<file path="src/rtl/conv3x3_engine.sv">
// conv3x3_engine: walks every valid 3x3 window of an image held in an
// external single-port RAM, forms a signed weighted sum of the nine pixels,
// normalises it by an arithmetic right shift, clamps it to 0..255 and writes
// it back in place at the window's top-left address.
// Optional build macro CONV_ABS_EN: clamp the magnitude of the sum instead of
// the signed sum, which suits edge-detection kernels.
module conv3x3_engine #(
    parameter int IMG_W  = 64,
    parameter int IMG_H  = 64,
    parameter int ADDR_W = 12,
    parameter int DATA_W = 8,
    parameter int SHIFT  = 4
) (
    input  logic              clk,
    input  logic              rst_n,
    input  logic              start,
    input  logic [71:0]       kernel,
    input  logic [DATA_W-1:0] mem_rdata,
    output logic [ADDR_W-1:0] address,
    output logic              r_en,
    output logic              w_en,
    output logic [DATA_W-1:0] wdata,
    output logic              busy,
    output logic              done
);

    localparam int COEF_W = 8;
    localparam int ACC_W  = 20;
    localparam int PROD_W = DATA_W + COEF_W + 1;

    localparam logic [ADDR_W-1:0] IMG_W_A  = ADDR_W'(IMG_W);
    localparam logic [ADDR_W-1:0] LAST_COL = ADDR_W'(IMG_W - 3);
    localparam logic [ADDR_W-1:0] LAST_ROW = ADDR_W'(IMG_H - 3);
    localparam logic signed [ACC_W-1:0] PIX_MAX = ACC_W'((1 << DATA_W) - 1);

    typedef enum logic [2:0] {IDLE, READ, WAIT, WRITE, FIN} state_t;

    state_t              state;
    logic [ADDR_W-1:0]   row;
    logic [ADDR_W-1:0]   col;
    logic [3:0]          tap;
    logic signed [COEF_W-1:0] coefs [0:8];

    logic                vld_p1;
    logic [3:0]          tap_p1;
    logic signed [COEF_W-1:0] coef_p1;
    logic signed [DATA_W:0]   pix_p1;
    logic signed [PROD_W-1:0] prod_p1;
    logic signed [ACC_W-1:0]  sum_p1;
    logic signed [ACC_W-1:0]  acc_p2;

    // RAM address of tap t of the window whose top-left pixel is (r, c)
    function automatic logic [ADDR_W-1:0] tap_addr(input logic [ADDR_W-1:0] r,
                                                   input logic [ADDR_W-1:0] c,
                                                   input logic [3:0]        t);
        logic [ADDR_W-1:0] dr;
        logic [ADDR_W-1:0] dc;
        dr = ADDR_W'(t / 4'd3);
        dc = ADDR_W'(t % 4'd3);
        return (r + dr) * IMG_W_A + c + dc;
    endfunction

    // Shift-normalise and clamp a window sum into the unsigned pixel range
    function automatic logic [DATA_W-1:0] sat_pix(input logic signed [ACC_W-1:0] a);
        logic signed [ACC_W-1:0] mag;
        logic signed [ACC_W-1:0] shifted;
`ifdef CONV_ABS_EN
        mag = (a < 0) ? -a : a;
`else
        mag = a;
`endif
        shifted = mag >>> SHIFT;
        if (shifted < 0)
            return '0;
        else if (shifted > PIX_MAX)
            return '1;
        else
            return shifted[DATA_W-1:0];
    endfunction

    // ---- stage p1: RAM data for the tap issued last cycle is present ----
    // Multiply the returned pixel by its coefficient and fold it into the sum
    always_comb begin
        coef_p1 = coefs[tap_p1];
        pix_p1  = $signed({1'b0, mem_rdata});
        prod_p1 = PROD_W'(pix_p1) * PROD_W'(coef_p1);
        if (tap_p1 == 4'd0)
            sum_p1 = ACC_W'(prod_p1);
        else
            sum_p1 = acc_p2 + ACC_W'(prod_p1);
    end

    // Tap valid follows the read enable by one cycle, matching RAM latency
    always_ff @(posedge clk or negedge rst_n) begin
        if (!rst_n)
            vld_p1 <= 1'b0;
        else
            vld_p1 <= r_en;
    end

    // ---- stage p2: kernel latch, tap tag and accumulator (data only) ----
    // Datapath registers carry no reset; vld_p1 gates every accumulator update
    always_ff @(posedge clk) begin
        if (state == IDLE && start) begin
            for (int k = 0; k < 9; k++)
                coefs[k] <= kernel[COEF_W*k +: COEF_W];
        end
        tap_p1 <= tap;
        if (vld_p1)
            acc_p2 <= sum_p1;
    end

    // Window sequencer; every RAM-facing output is registered here
    always_ff @(posedge clk or negedge rst_n) begin
        if (!rst_n) begin
            state   <= IDLE;
            row     <= '0;
            col     <= '0;
            tap     <= '0;
            address <= '0;
            r_en    <= 1'b0;
            w_en    <= 1'b0;
            wdata   <= '0;
            busy    <= 1'b0;
            done    <= 1'b0;
        end else begin
            case (state)
                IDLE: begin
                    if (start) begin
                        row     <= '0;
                        col     <= '0;
                        tap     <= '0;
                        done    <= 1'b0;
                        busy    <= 1'b1;
                        r_en    <= 1'b1;
                        address <= '0;
                        state   <= READ;
                    end
                end
                READ: begin
                    if (tap == 4'd8) begin
                        r_en  <= 1'b0;
                        state <= WAIT;
                    end else begin
                        tap     <= tap + 4'd1;
                        address <= tap_addr(row, col, tap + 4'd1);
                    end
                end
                WAIT: begin
                    // The last tap's product is folded in on the way to wdata
                    w_en    <= 1'b1;
                    address <= row * IMG_W_A + col;
                    wdata   <= sat_pix(sum_p1);
                    state   <= WRITE;
                end
                WRITE: begin
                    w_en <= 1'b0;
                    tap  <= '0;
                    if (col == LAST_COL) begin
                        col <= '0;
                        if (row == LAST_ROW) begin
                            busy  <= 1'b0;
                            done  <= 1'b1;
                            state <= FIN;
                        end else begin
                            row     <= row + 1'b1;
                            r_en    <= 1'b1;
                            address <= tap_addr(row + 1'b1, '0, 4'd0);
                            state   <= READ;
                        end
                    end else begin
                        col     <= col + 1'b1;
                        r_en    <= 1'b1;
                        address <= tap_addr(row, col + 1'b1, 4'd0);
                        state   <= READ;
                    end
                end
                FIN: begin
                    state <= IDLE;
                end
                default: begin
                    state <= IDLE;
                end
            endcase
        end
    end

endmodule

</file>
<file path="config.mk">
export PLATFORM = sky130hd
export DESIGN_NAME = conv3x3_engine
export DESIGN_NICKNAME = d
export VERILOG_FILES = /design/src/rtl/conv3x3_engine.sv
export SDC_FILE = /design/constraint.sdc
export NUM_CORES = 1
export LEC_CHECK = 0
export BUFFER_PORTS_ARGS = -buffer_cell sky130_fd_sc_hd__buf_4
export CORE_UTILIZATION = 66
export DETAILED_ROUTE_END_ITERATION = 8
export PLACE_DENSITY = 0.88
export SYNTH_ARGS = -nofsm -noshare
export SYNTH_HDL_FRONTEND = slang
export SYNTH_SLANG_ARGS = --single-unit
</file>
<file path="constraint.sdc">
create_clock -name clk -period 22.3 [get_ports clk]
set_input_delay 3.345 -clock clk [delete_from_list [all_inputs] [get_ports clk]]
set_output_delay 3.345 -clock clk [all_outputs]
set_load 0.05 [all_outputs]
</file>
# ---- Word level (Yosys, flattened, before mapping)
# Memories as Yosys holds them, arrays and structs flattened. A register that Yosys moved wholly into a read port is not among the register bits.
# Index checks and enable logic that the tools add are counted.
# W data, S select, Z words.
dict set report totals {
  out_inout_bits 24
  word_cells 91
  n_memories 1
  register_bits 80
  ramBits 72
  in_bits 83
}
# memory depth width rd rd_ports_with_merged_regs wr line
set memory_table {}
lappend memory_table {coefs 9 8 1 1 9 42} ;# logic signed [COEF_W-1:0] coefs [0:8];
dict set report classes {
  reduce_logical 14
  add_sub_neg 9
  order_cmp 2
  n_eq_ne 13
  n_mul 1
  muxes 36
  div_mod_pow 2
}
# operator count
set op_table {}
lappend op_table {{$mux W12} 7}
lappend op_table {{$add A12 B12 Y12} 4}
lappend op_table {{$pmux W12 S2} 2}
lappend op_table {{$pmux W12 S4} 1}
lappend op_table {{$add A12 B1 Y12 const B} 2}
lappend op_table {{$eq A12 B6 Y1 const B} 2}
lappend op_table {{$add A20 B17 Y20} 1}
lappend op_table {{$mux W20} 1}
lappend op_table {{$mul A9 B8 Y17} 1}
lappend op_table {{$gt A16 B9 Y1 const B} 1}
lappend op_table {{$lt A16 B1 Y1 const B} 1}
lappend op_table {{$mux W8} 2}
lappend op_table {{$reduce_and A4 Y1} 4}
lappend op_table {{$div A4 B2 Y12 const B} 1}
lappend op_table {{$mod A4 B2 Y12 const B} 1}
lappend op_table {{$mux W3} 4}
lappend op_table {{$ne A2 B2 Y1 const B} 6}
lappend op_table {{$pmux W3 S4} 1}
lappend op_table {{$pmux W4 S3} 1}
lappend op_table {{$mux W1} 11}
lappend op_table {{$mux W4} 2}
lappend op_table {{$add A6 B6 Y6} 1}
lappend op_table {{$eq A3 B2 Y1 const B} 2}
lappend op_table {{$pmux W1 S2} 3}
lappend op_table {{13 further kinds} 15}

# ---- Logic depth before layout (Yosys ltp)
# Gate-level depths: netlist (run 1).
dict set report depth {
  depth_word 7
  ltp_mapped 33
}

# ---- Worst setup path after synthesis (run 1)
# OpenSTA, ideal clock, no wires.
dict set report synth_timing {
  kind {input to register}
  startpoint {input start}
  endpoint {memory coefs[0][0], enable pin}
  path_slack_ns 12.443
  stages 2
  t_arrival_ns 9.232
  required_ns 21.674
  path_buffers 0
  path_cell_list {nor2b_1 > nor3b_1}
}
# item line
set synth_lines {}
lappend synth_lines {{start, declared} 16} ;# input logic start,
lappend synth_lines {{end, declared} 42}

# ---- Final worst setup path (run 1)
dict set report layout_timing {
  startpoint {input mem_rdata[0]}
  endpoint {register wdata[6]}
}
dict set report layout_via {
  elab_chain_len 6
  elab_cells_between_ends 7
  classes_between {add/sub (1); mul (1); order compare (2); mux (3)}
}
# item line
set layout_lines {}
lappend layout_lines {{start, declared} 18} ;# input logic [DATA_W-1:0] mem_rdata,
lappend layout_lines {{$mul A9 B8 Y17 *} 86} ;# prod_p1 = PROD_W'(pix_p1) * PROD_W'(coef_p1);
lappend layout_lines {{$add A20 B17 Y20} 90} ;# sum_p1 = acc_p2 + ACC_W'(prod_p1);
lappend layout_lines {{$mux W20 *} 87} ;# if (tap_p1 == 4'd0)
lappend layout_lines {{$gt A16 B9 Y1} 75} ;# else if (shifted > PIX_MAX)
lappend layout_lines {{$mux W8} 75}
lappend layout_lines {{$mux W8 *} 73} ;# if (shifted < 0)
lappend layout_lines {{end signal, assigned} 153} ;# wdata <= sat_pix(sum_p1);
lappend layout_lines {{end, declared} 22} ;# output logic [DATA_W-1:0] wdata,
# Mark *: on every way between the ends. The rest lies on a longest branch, timed or not.
# A chain may end at the register's enable or synchronous reset.

==> results of run 1 <==
[layer usage]
metal,up-vias,track usage,part of all wire
li1,4012,-,-
met1,4184,0.407,0.38
met2,473,0.563,0.50
met3,93,0.0692,0.076
met4,0,0.170,0.044
met5,-,0,0
[cells in the mapped netlist (all sizes together) (4+ instances only)]
cell | n | share of area
inv | 107 | 0.036
ha | 104 | 0.12
edfxtp | 92 | 0.25
nor2 | 86 | 0.029
nand2 | 76 | 0.026
a21oi | 57 | 0.026
o21ai | 57 | 0.026
dfrtp | 56 | 0.13
nor2b | 53 | 0.030
fa | 47 | 0.084
xnor2 | 46 | 0.037
nand2b | 25 | 0.014
clkbuf | 22 | 0.0074
xor2 | 22 | 0.017
a21o | 19 | 0.013
nand3 | 19 | 0.0085
mux4 | 16 | 0.032
mux2i | 15 | 0.013
nor3 | 15 | 0.0067
a211oi | 14 | 0.0098
and3 | 13 | 0.0073
o21a | 10 | 0.0067
o31ai | 8 | 0.0054
a221oi | 6 | 0.0058
nand4 | 6 | 0.0034
o211ai | 6 | 0.0040
and2 | 5 | 0.0028
mux2 | 5 | 0.0054
o22ai | 5 | 0.0028
or2 | 5 | 0.0028
dfxtp | 4 | 0.0072
nor4 | 4 | 0.0022
or4 | 4 | 0.0030
[worst max-delay path by stage]
stage / start / end / slack [ps] / cells past startpoint
floorplan: start / coefs[0][0]$_DFFE_PP_ / 12440 / 2
global placement: mem_rdata[0] / wdata[7]$_DFFE_PN0P_ / 12440 / 25
detailed placement: mem_rdata[0] / wdata[3]$_DFFE_PN0P_ / 12290 / 26
CTS: mem_rdata[0] / wdata[3]$_DFFE_PN0P_ / 12700 / 26
global route: mem_rdata[0] / wdata[6]$_DFFE_PN0P_ / 12190 / 26
finish: mem_rdata[0] / wdata[6]$_DFFE_PN0P_ / 12630 / 26
[stage by stage]
step | hold WS (ps) | setup WS, ps
final | 462 | 12630
after CTS | 457 | 12700
after global placement | 440 | 12440
after floorplan | 423 | 12440
after global routing | 458 | 12190
after detailed placement | 442 | 12290
[state kept, by name, summed over array words and instances (netlist names), 3 cells and up]
signal / cells
tap: 4
tap_p1: 4
row: 12
wdata: 8
coefs: 72
col: 12
address: 12
acc_p2: 20
state: 3
[kinds of logic (layout without fill, tap and decap cells)]
kind of cell | after synthesis | after routing | synth area share
AOI/OAI and AO/OA | 214 | 214 | 0.126
xor gates and xnor gates | 69 | 69 | 0.0560
DFF | 152 | 152 | 0.380
buffers and inverters | 133 | 253 | 0.0453
adders and majority gates | 151 | 151 | 0.201
and+or+nand+nor | 321 | 321 | 0.142
muxes | 36 | 36 | 0.0510
[cell type report]
cell class / instances / area [um^2]
Clock buffer: 17 / 425
Inverter: 108 / 405
Clock inverter: 15 / 193
Tap cell: 220 / 275
Timing Repair Buffer: 113 / 848
Sequential cell: 152 / 4240
Fill cell: 1026 / 3750
Multi-Input combinational cell: 791 / 6450
==> metrics.md, run 1 <==
| Metric | Value |
|---|---|
| Final Hold Viols | `0` |
| Number of distinct library cells after synthesis | `76` |
| Avg Cell Area, Syn | `10.4 um^2` |
| Die width | `132 um` |
| Final WL | `27.2 mm` |
| CTS Sinks | `152` |
| Top_reg_cell synth | `edfxtp_1` |
| Root Driver | `clkbuf_16` |
| DRT antenna net count | `0` |
| Final-stage net count | `1,417` |
| Clock tree buffer depth | `2` |
| Vias | `8,762` |
| Area post-placement | `12,200 um^2` |
| Grt total ovfl | `0` |
| Worst r2r dst | `wdata[6]$_DFFE_PN0P_` |
| Post-synth EDFFs | `92` |
| Slowest-stage cell, CP | `fa_1` |
| R2R Path Start | `tap_p1[1]$_DFF_P_` |
| Share of layout cells above drive strength 1 | `0.151` |
| DRC | `0` |
| Post-synthesis cell count | `1,076` |
| Slew Limit Fails | `0` |
| Asr flop ratio synth | `0.368` |
| Area grow syn2layout | `14.8%` |
| Actual slew at the worst max-slew pin | `1340 ps` |
| Die H | `132 um` |
| Most frequent cells in the layout | `113 x buf_4, 105 x inv_1, 104 x ha_1` |
| Yosys reg bits | `152` |
| Largest net degree at the start of global routing | `81` |
| Mean routed wirelength per cell | `19.2 um` |
| Hold path startpoint | `r_en$_DFFE_PN0P_` |
| Fin util | `0.774` |
| Outcome | `finished clean` |
| Max Cap Viol | `0` |
| Post-synthesis cell area | `11,200 um^2` |
| Synth warnings | `0` |
| Critical path type | `input port to register` |
| Clk_skew | `10.4 ps` |
| Hold Buf Count CTS | `0` |
| Starting Density | `0.674` |
| Required @ worst endpoint | `22,570 ps` |
| Dpl hpwl | `19.1 mm` |
| Vias/cell | `6.19` |
| Cell family with most CP delay | `adder cells` |
| Crit path buf inv count | `4` |
| Global-route wire length before repair | `44.9 mm` |
| Crit Path Max Fanout | `8` |
| Skew-Pair Late Insertion Delay | `440 ps` |
| Postcts setup bufs | `0` |
| Hold path depth | `0` |
| Initial antenna violation count | `0` |
| Most common cell after layout, fill and taps aside | `buf_4` |
| Worst path most repeated cell | `fa_1` |
| Post-route cell area | `12,800 um^2` |
| Crit path launch type | `input port` |
| Slew headroom | `0.102` |
| Initial DRT Pass Iterations | `8` |
| Post-CTS sizing | `0` |
| CP max stage delay | `540 ps` |
| # diodes | `0` |
| # rows | `47` |
| Worst Path Arrival | `9940 ps` |
| Final period utilization | `0.434` |
| Seq/Total Area, Yosys | `0.380` |
| Period minus WS final | `9670 ps` |
| Placeable Area | `16,600 um^2` |
| Final setup fails | `0` |
| Dpl cells | `1,384` |
| Crit end category | `register` |
| Net Count, Synth | `1,310` |
| Fmax | `103 MHz` |
| Die area | `17,500 um^2` |
| H-tree levels | `4` |
| RSZ-0062 raised after global routing | `no` |
| Vias in the first global route | `8,913` |
| HP Class | `register to register` |
| PortBufs | `106` |
| Total Neg Setup Slack | `0 ps` |
| Initial DRC Count | `824` |
| Clock-pin slew on the worst setup and hold paths | `70 ps` |
| GR Util All Layers | `0.334` |
| Routability Congestion | `0.941` |
| FF-to-FF path depth | `29` |
| Hold EP | `vld_p1$_DFF_PN0_` |
| I/O pins | `107` |
| Total CTS buffers | `17` |
| R2R Setup Slk | `13,340 ps` |
| CTS tree | `done` |
| Non-filler instance count after layout | `1,416` |
Power of run 1 is left out: the tool's default activity adds up to more than one toggle a clock period on the data nets, which glitch-free logic cannot reach.
==> inputs of run 2 (changes only) <==
--- a/config.mk
+++ b/config.mk
@@ -6,9 +6,9 @@
 export NUM_CORES = 1
 export LEC_CHECK = 0
 export BUFFER_PORTS_ARGS = -buffer_cell sky130_fd_sc_hd__buf_4
-export CORE_UTILIZATION = 66
+export CORE_UTILIZATION = 55
 export DETAILED_ROUTE_END_ITERATION = 8
-export PLACE_DENSITY = 0.88
+export PLACE_DENSITY = 0.78
 export SYNTH_ARGS = -nofsm -noshare
 export SYNTH_HDL_FRONTEND = slang
 export SYNTH_SLANG_ARGS = --single-unit
==> constraint.sdc (replaced) <==
create_clock -name clk -period 8.05 [get_ports clk]
set_input_delay 1.2075 -clock clk [delete_from_list [all_inputs] [get_ports clk]]
set_output_delay 1.2075 -clock clk [all_outputs]
set_load 0.05 [all_outputs]
==> run 2 against run 1 <==
Effect of this change: first-iteration DRC count shrank 47%; final cell count up 4.6%; design area rose by 2.7%; global-route usage fell by 7.8 points; clock skew grew 4.3 ps; sequential share of layout area decreased by 0.86 points; wire length fell by 6.7%; non-clock buffer count increased by 20.
==> metrics.md, run 2 (synthesis results as in run 1) <==
| Metric | Value |
|---|---|
| Outcome | `finished clean` |
| CTS Sinks | `152 (unchanged)` |
| Met2 Wirelength | `12.7 mm (-6.4%)` |
| Top Layer Used | `met4` |
| Crit end category | `register` |
| CP max stage delay | `540 ps (about the same)` |
| Share of layout cells above drive strength 1 | `0.178 (+0.0271)` |
| Total CTS buffers | `17 (unchanged)` |
| Initial antenna violation count | `0 (unchanged)` |
| Global-route wire length before repair | `40.7 mm (-9.3%)` |
| Clk_skew | `14.7 ps (+4.29 ps)` |
| Max FFs per register | `72 (unchanged)` |
| Starting Density | `0.567 (-0.107)` |
| Final setup fails | `0 (unchanged)` |
| Grt total ovfl | `0 (unchanged)` |
| Die width | `145 um (+9.4%)` |
| DR WL met3 | `1.04 mm (-50%)` |
| CTS tree | `done` |
| Actual slew at the worst max-slew pin | `1280 ps (-59.8 ps)` |
| DRC | `0 (unchanged)` |
| Most frequent cells in the layout | `129 x buf_4, 105 x inv_1, 102 x ha_1` |
| Vias/cell | `5.70 (-7.8%)` |
| Slowest-stage cell, CP | `fa_1` |
| Clock tree buffer depth | `2 (unchanged)` |
| Worst Path Arrival | `8120 ps (-1820 ps)` |
| PortBufs | `106 (unchanged)` |
| Fin util | `0.669 (-0.106)` |
| HP Class | `register to register` |
| Skew-Pair Late Insertion Delay | `440 ps (about the same)` |
| Crit Path Max Fanout | `8 (unchanged)` |
| Final Hold Viols | `0 (unchanged)` |
| H-tree levels | `4 (unchanged)` |
| Initial DRC Count | `437 (-47%)` |
| Slew Limit Fails | `0 (unchanged)` |
| DRT antenna net count | `0 (unchanged)` |
| # rows | `51 (+8.5%)` |
| Place WS | `129 ps (-12,170 ps)` |
| Worst path most repeated cell | `fa_1` |
| Mean routed wirelength per cell | `17.1 um (-11%)` |
| Fmax | `128 MHz` |
| Crit path buf inv count | `5 (+1)` |
| Routability Congestion | `0.895 (-4.9%)` |
| Largest net degree at the start of global routing | `81 (unchanged)` |
| Final-stage net count | `1,437 (+1.4%)` |
| Critical path type | `register to register` |
| Vias in the first global route | `8,324 (-6.6%)` |
| Initial DRT Pass Iterations | `6 (-2)` |
| Final WL | `25.4 mm (-6.7%)` |
| Die H | `145 um (+9.4%)` |
| GR Util All Layers | `0.256 (-0.0780)` |
| Hold Buf Count CTS | `0 (unchanged)` |
| # diodes | `0 (unchanged)` |
| Clock-pin slew on the worst setup and hold paths | `70 ps (about the same)` |
| Hold_ws | `442 ps (-19.3 ps)` |
| Final period utilization | `0.973` |
| Vias | `8,449 (-3.6%)` |
| Slew headroom | `0.142 (+0.0400)` |
| Regs by FF count | `coefs x72, acc_p2 x20` |
| Top reg by flops | `coefs` |
| Period minus WS final | `7840 ps` |
| Area grow syn2layout | `17.9%` |
| Most common cell after layout, fill and taps aside | `buf_4` |
| Max Cap Viol | `0 (unchanged)` |
| Dpl hpwl | `18.6 mm (-2.6%)` |
| Die area | `20,900 um^2 (+20%)` |
| Crit path launch type | `register` |
| Root Driver | `clkbuf_16` |
| I/O pins | `107 (unchanged)` |
| Placeable Area | `19,700 um^2 (+19%)` |
| Post-route setup slack | `214 ps (-12,410 ps)` |
| Required @ worst endpoint | `8340 ps (-14,230 ps)` |
| Met1 Wirelength | `10.9 mm (+5.4%)` |
| Cell family with most CP delay | `adder cells` |
[run 2: routing by layer]
| layer | GRT usage | vias to the layer above |
|---|---|---|
| li1 | - | 4054 |
| met1 | 0.324 | 4101 |
| met2 | 0.435 | 236 |
| met3 | 0.0457 | 58 |
| met4 | 0.0970 | 0 |
| met5 | 0 | - |
[run 2: layout make-up]
class / count / area [um^2]
Timing Repair Buffer: 133 / 1040
Sequential cell: 152 / 4250
Tap cell: 265 / 332
Clock inverter: 15 / 190
Inverter: 108 / 405
Clock buffer: 17 / 425
Fill cell: 1504 / 6540
Multi-Input combinational cell: 791 / 6540
[run 2: final timing paths]
path                                    from              endpoint  slack (ps)  depth (start not counted)
max                        tap_p1[0]$_DFF_P_  wdata[1]$_DFFE_PN0P_         210                         29
min                         r_en$_DFFE_PN0P_      vld_p1$_DFF_PN0_         440                          0
max reg2reg                tap_p1[0]$_DFF_P_  wdata[1]$_DFFE_PN0P_         210                         29
min reg2reg                 r_en$_DFFE_PN0P_      vld_p1$_DFF_PN0_         440                          0
max in group asynchronous              rst_n    row[8]$_DFFE_PN0P_        6740                          1
min in group asynchronous              rst_n    col[2]$_DFFE_PN0P_         830                          1
[run 2: worst register-to-register path, delay by kind of cell, from the launching register on]
kind	cells	cell delay, ps
AOI/OAI and AO/OA	10	2020
xor gates and xnor gates	2	410
adders and majority gates	6	2740
buffers and inverters	5	600
DFF	1	380
muxes	2	730
and+or+nand+nor	4	800
[run 2: what timing repair did]
item,4_1_cts,5_1_grt
cloned,0,1
gates resized for setup,0,20
pin swaps,1,8
buffers inserted,0,9
setup endpoints to repair,1,8
[run 2: metrics by stage]
step | TNS (ps) | area (um^2) | instances
2_1_floorplan | 0 | 11200 | 1076
3_3_place_gp | 0 | 12400 | 1439
3_5_place_dp | 0 | 12400 | 1439
4_1_cts | 0 | 13000 | 1471
5_1_grt | -504 | 13200 | 1481
6_report | 0 | 13200 | 1481
Power of run 2 is left out for the same reason.
